`config.mk`:
```
export PLATFORM = sky130hd
export DESIGN_NAME = arb_req_frontend
export DESIGN_NICKNAME = d
export VERILOG_FILES = /design/src/rtl/arb_req_frontend.sv
export SDC_FILE = /design/constraint.sdc
export NUM_CORES = 1
export LEC_CHECK = 0
export ABC_AREA = 1
export BUFFER_PORTS_ARGS = -buffer_cell sky130_fd_sc_hd__buf_2
export CORE_ASPECT_RATIO = 0.7
export CORE_UTILIZATION = 37
export DETAILED_ROUTE_END_ITERATION = 6
export PLACE_DENSITY = 0.5
export SYNTH_ARGS = -nofsm -noshare
export SYNTH_HDL_FRONTEND = slang
export SYNTH_SLANG_ARGS = --single-unit
```
`constraint.sdc`:
```
create_clock -name clk -period 3.35 [get_ports clk]
set_input_delay 0.5025 -clock clk [delete_from_list [all_inputs] [get_ports clk]]
set_output_delay 0.5025 -clock clk [all_outputs]
set_load 0.05 [all_outputs]
```
`src/rtl/arb_req_frontend.sv`:
```
// Request front-end for the round-robin arbiter: per-port input FIFOs, request
// generation, grant consumption and a 2-entry tagged output buffer.
module arb_req_frontend #(
    parameter int VECTOR_IN  = 8,
    parameter int DATA_W     = 32,
    parameter int FIFO_DEPTH = 4
) (
    input  logic                          clk,
    input  logic                          reset,
    input  logic [VECTOR_IN-1:0]          in_valid,
    input  logic [VECTOR_IN*DATA_W-1:0]   in_data,
    output logic [VECTOR_IN-1:0]          in_ready,
    output logic [VECTOR_IN-1:0]          request_vector,
    input  logic [VECTOR_IN-1:0]          grant,
    output logic                          out_valid,
    output logic [DATA_W-1:0]             out_data,
    output logic [$clog2(VECTOR_IN)-1:0]  out_port,
    input  logic                          out_ready,
    output logic                          grant_err
);
    localparam int PW = $clog2(VECTOR_IN);
    localparam int AW = $clog2(FIFO_DEPTH);
    localparam int CW = AW + 1;

    logic [DATA_W-1:0]    mem    [VECTOR_IN][FIFO_DEPTH];
    logic [AW-1:0]        wr_ptr [VECTOR_IN];
    logic [AW-1:0]        rd_ptr [VECTOR_IN];
    logic [CW-1:0]        cnt    [VECTOR_IN];

    logic [VECTOR_IN-1:0] push;
    logic [VECTOR_IN-1:0] pop;
    logic [VECTOR_IN-1:0] empty;
    logic                 grant_multi;
    logic                 grant_illegal;
    logic                 pop_any;
    logic [PW-1:0]        grant_idx;
    logic [DATA_W-1:0]    head_data;

    logic [DATA_W-1:0]    ob_data [2];
    logic [PW-1:0]        ob_port [2];
    logic                 ob_wr;
    logic                 ob_rd;
    logic [1:0]           ob_cnt;
    logic                 ob_pop;
    logic [2:0]           ob_need;
    logic                 space_ok;

    always_comb begin
        empty    = '0;
        in_ready = '0;
        push     = '0;
        for (int unsigned i = 0; i < VECTOR_IN; i++) begin
            empty[i]    = (cnt[i] == '0);
            in_ready[i] = (cnt[i] < CW'(FIFO_DEPTH));
            push[i]     = in_valid[i] & in_ready[i];
        end
    end

    assign grant_multi   = (grant & (grant - VECTOR_IN'(1))) != '0;
    assign grant_illegal = grant_multi | (|(grant & empty));
    assign pop           = grant_illegal ? '0 : grant;
    assign pop_any       = |pop;

    // Explicit one-hot to index encoder for the output tag and head select.
    always_comb begin
        grant_idx = '0;
        for (int unsigned i = 0; i < VECTOR_IN; i++) begin
            if (grant[i]) begin
                grant_idx = PW'(i);
            end
        end
    end

    assign head_data = mem[grant_idx][rd_ptr[grant_idx]];

    always_ff @(posedge clk) begin
        for (int unsigned i = 0; i < VECTOR_IN; i++) begin
            if (push[i]) begin
                mem[i][wr_ptr[i]] <= in_data[i*DATA_W +: DATA_W];
            end
        end
    end

    always_ff @(posedge clk or negedge reset) begin
        if (!reset) begin
            for (int unsigned i = 0; i < VECTOR_IN; i++) begin
                wr_ptr[i] <= '0;
                rd_ptr[i] <= '0;
                cnt[i]    <= '0;
            end
        end else begin
            for (int unsigned i = 0; i < VECTOR_IN; i++) begin
                if (push[i]) begin
                    wr_ptr[i] <= wr_ptr[i] + AW'(1);
                end
                if (pop[i]) begin
                    rd_ptr[i] <= rd_ptr[i] + AW'(1);
                end
                if (push[i] && !pop[i]) begin
                    cnt[i] <= cnt[i] + CW'(1);
                end else if (pop[i] && !push[i]) begin
                    cnt[i] <= cnt[i] - CW'(1);
                end
            end
        end
    end

    assign out_valid = (ob_cnt != 2'd0);
    assign out_data  = ob_data[ob_rd];
    assign out_port  = ob_port[ob_rd];
    assign ob_pop    = out_valid & out_ready;

    // The slot reservation credits this cycle's downstream pop, so an
    // unstalled stream keeps requesting every cycle without overflow risk.
    assign ob_need  = {1'b0, ob_cnt} - {2'b00, ob_pop} + {2'b00, |grant};
    assign space_ok = (ob_need < 3'd2);

    always_comb begin
        request_vector = '0;
        for (int unsigned i = 0; i < VECTOR_IN; i++) begin
            request_vector[i] = space_ok && (cnt[i] > CW'(grant[i]));
        end
    end

    always_ff @(posedge clk or negedge reset) begin
        if (!reset) begin
            ob_data[0] <= '0;
            ob_data[1] <= '0;
            ob_port[0] <= '0;
            ob_port[1] <= '0;
            ob_wr      <= 1'b0;
            ob_rd      <= 1'b0;
            ob_cnt     <= 2'd0;
            grant_err  <= 1'b0;
        end else begin
            if (pop_any) begin
                ob_data[ob_wr] <= head_data;
                ob_port[ob_wr] <= grant_idx;
                ob_wr          <= ~ob_wr;
            end
            if (ob_pop) begin
                ob_rd <= ~ob_rd;
            end
            case ({pop_any, ob_pop})
                2'b10:   ob_cnt <= ob_cnt + 2'd1;
                2'b01:   ob_cnt <= ob_cnt - 2'd1;
                default: ob_cnt <= ob_cnt;
            endcase
            if (grant_illegal) begin
                grant_err <= 1'b1;
            end
        end
    end

endmodule
```
==> flow_summary.yaml <==
hold_path:
  hp-class: "in -> reg"
  min_from: "in_data[185]"
  whs_path_depth: 1
  holdPathEnd: "mem[5][121]"
layout:
  drive_gt1_frac: 0.121
  fin_nets: 6206
  stdcell_count: 7847
  fin_area_mm2: 0.0641
  area_growth_pct: 21.2
detailed_routing:
  avgRoutedWirePerCell_um: 22.2
  viasPerCell: 4.88
  route.vias.total: 38300
  drc_errors: 0
  drt_iter0_markers: 3552
  antenna_left: 0
  firstDrtPassIters: 6
  drt_wl_total_um: 174000
global_routing:
  grt_pass1_wl_um: 252000
  overflow: 0
  track_usage: 0.240
  grt_pass1_vias: 37200
  grt_max_degree: 135
  antenna_found_initial: 16
synthesis:
  synth.area.top_cells: "edfxtp_1 58%, nand2_1 11%, nand3_1 8.7%, dfrtp_1 6.2%, inv_1 6.1%"
  yosys_warnings: 0
  ys_seq_area_frac: 0.643
  synth.cell_area_mm2: 0.0529
  syn_avg_cell_area_um2: 9.94
  synth_nets: 5659
  synth_cell_type_count: 31
  syn_inst: 5325
  synthDominantCellAreaShare: 0.581
  yosys_register_bits: 1155
  synth_area_leader_cell: "edfxtp_1"
clocking:
  cts-buffers-inserted: 117
  clockBufferDepth: 3
  cts_tree: "yes"
  root_buffer: "clkbuf_16"
  cts_max_level: 3
  insertion_delay_ns: 0.74
  cts.sinks: 1155
  path_clk_slew_ns: 0.06
die:
  start_util: 0.375
  pin_count: 328
  dieArea_mm2: 0.145
  coreArea_mm2: 0.141
  die_h_um: 318
  fp.dieW_um: 454
  rows: 115
timing:
  finalMaxSlewViolations: 0
  post-route-period-util: 1.00
  setup_viol: 1
  rsz0062_at_grt: "true"
  skew_ns: 0.0326
  fmax_mhz: 298
  hold_viol_final: 0
  fin_ws_ns: -0.00414
  hold_slack_ns: 0.0588
  tightestPinTransition_ns: 0.922
  relSlewSlack: 0.385
  period_needed_ns: 3.35
  setup_tns_ns: -0.00414
placement:
  hpwl_um: 113000
  portBuffers: 327
  placed_cell_area_mm2: 0.0579
  post-place-cells: 7381
  gp_congestion: 0.814
critical_path:
  rr_worst_depth: 14
  start_kind: "register"
  crit_arrival_ns: 2.85
  crit-reg2reg-capture: "cnt[19]"
  required_ns: 2.85
  crit_type: "reg -> out"
  r2r_slack_ns: 0.59
  cp-end-kind: "output pin"
  r2r-start: "cnt[23]"
  critPathMaxFanout: 8
power_and_ir_drop:
  power_mw: 39.6
  powerDensity_mw_per_mm2: 618
  worst_ir_drop_vdd_uv: 769
  p_leak_nw: 28.2
status:
  violations: "setup timing"
  status: "finished, violations left"
job:
  max-cap-violations: 0
==> critical path, stage by stage (launching register included) <==
cell	delay, ns
dfrtp_1	0.40
inv_2	0.08
nand2_2	0.06
nand2_2	0.07
inv_2	0.05
ha_4	0.20
or2_4	0.23
fa_2	0.36
xnor2_2	0.19
nand2_4	0.19
nor2_4	0.17
buf_8	0.15
==> sequential cells by signal, summed over array words and instances (netlist names) <==
name and cells:
cnt 24, mem 1024, ob_rd 1, ob_cnt 2, wr_ptr 16, ob_data 64
rd_ptr 16, grant_err 1, ob_wr 1, ob_port 6
==> power by group <==
group          switching, mW  internal (mW)
Combinational           6.15           2.70
Clock                   5.66           7.21
Sequential             0.527           17.4
==> layout make-up <==
cell class              instances  area [um^2]
multi-input cells            3002        14800
clock inverters                59          452
well taps                    1872         2340
fillers                     13400        77000
flip-flops and latches       1155        34000
repair buffers                724         6030
diodes                          5         12.5
clock buffers                 158         3210
inverters                     872         3280
==> cells in the mapped netlist (all sizes together) <==
master,instances
nand2,1586
a211oi,1
xor2,18
nand3b,256
o21ai,30
buf,141
dfrtp,131
nand3,923
ha,50
a21oi,10
clkbuf,155
nor3,5
nor2,76
edfxtp,1024
or2,6
clkinv,1
fa,9
mux2,5
xnor2,26
o21a,1
inv,871
==> cell families after synthesis <==
| group | after synthesis | share of synthesized area |
|---|---|---|
| buffers and inverters | 1168 | 0.0859 |
| AOI/OAI and AO/OA | 42 | 0.00416 |
| and+or+nand+nor | 2852 | 0.244 |
| DFF | 1155 | 0.643 |
| xor gates and xnor gates | 44 | 0.00728 |
| muxes | 5 | 0.00106 |
| adders and majority gates | 59 | 0.0152 |
==> layout by cell type, fill, tap and decap left out, types with 9 or more instances in the layout <==
cell type	instances
nand2_1	1577
edfxtp_1	1024
nand3_1	922
inv_1	861
buf_2	318
nand3b_1	256
dlygate4sd3_1	238
dfrtp_1	130
clkbuf_16	119
buf_4	99
buf_12	60
ha_1	49
nor2_4	42
nor2_1	34
clkinv_1	32
clkbuf_1	30
o21ai_0	27
xnor2_1	25
xor2_1	18
clkinv_2	15
a21oi_1	10
inv_2	9
clkbuf_8	9
==> through the flow <==
stage / util / setup slack [ns]
final: 0.454 / -0.00414
after detailed placement: 0.410 / 0.0684
after global placement: 0.410 / 0.00204
after global routing: 0.454 / -0.112
after floorplan: - / -0.188
after CTS: 0.454 / -0.0896
==> timing repair <==
| item | in CTS | in global routing |
|---|---|---|
| setup buffers | 5 | 1 |
| pin swaps | 8 | 7 |
| setup endpoints to repair | 8 | 8 |
| hold endpoints to repair | 989 | 0 |
| hold buffers | 238 | 0 |
| cloned | 0 | 0 |
| resized for setup | 36 | 10 |
==> layer usage <==
layer,vias to the layer above,GRT usage,part of all wire
li1,18400,-,-
met1,18500,0.332,0.44
met2,1107,0.381,0.46
met3,264,0.0361,0.053
met4,12,0.0851,0.039
met5,-,0,0.00040
==> worst max path at each step <==
stage / startpoint / to / slack (ns) / cells past startpoint
5_1_grt: ob_cnt[0] / request_vector[0] / -0.11 / 11
3_5_place_dp: grant[1] / request_vector[1] / 0.07 / 13
3_3_place_gp: grant[1] / request_vector[1] / 0.002 / 13
6_report: ob_cnt[0] / request_vector[0] / -0.004 / 11
2_1_floorplan: grant[6] / request_vector[0] / -0.19 / 10
4_1_cts: ob_cnt[0] / request_vector[1] / -0.09 / 11
(Power assumes the default switching activity.)
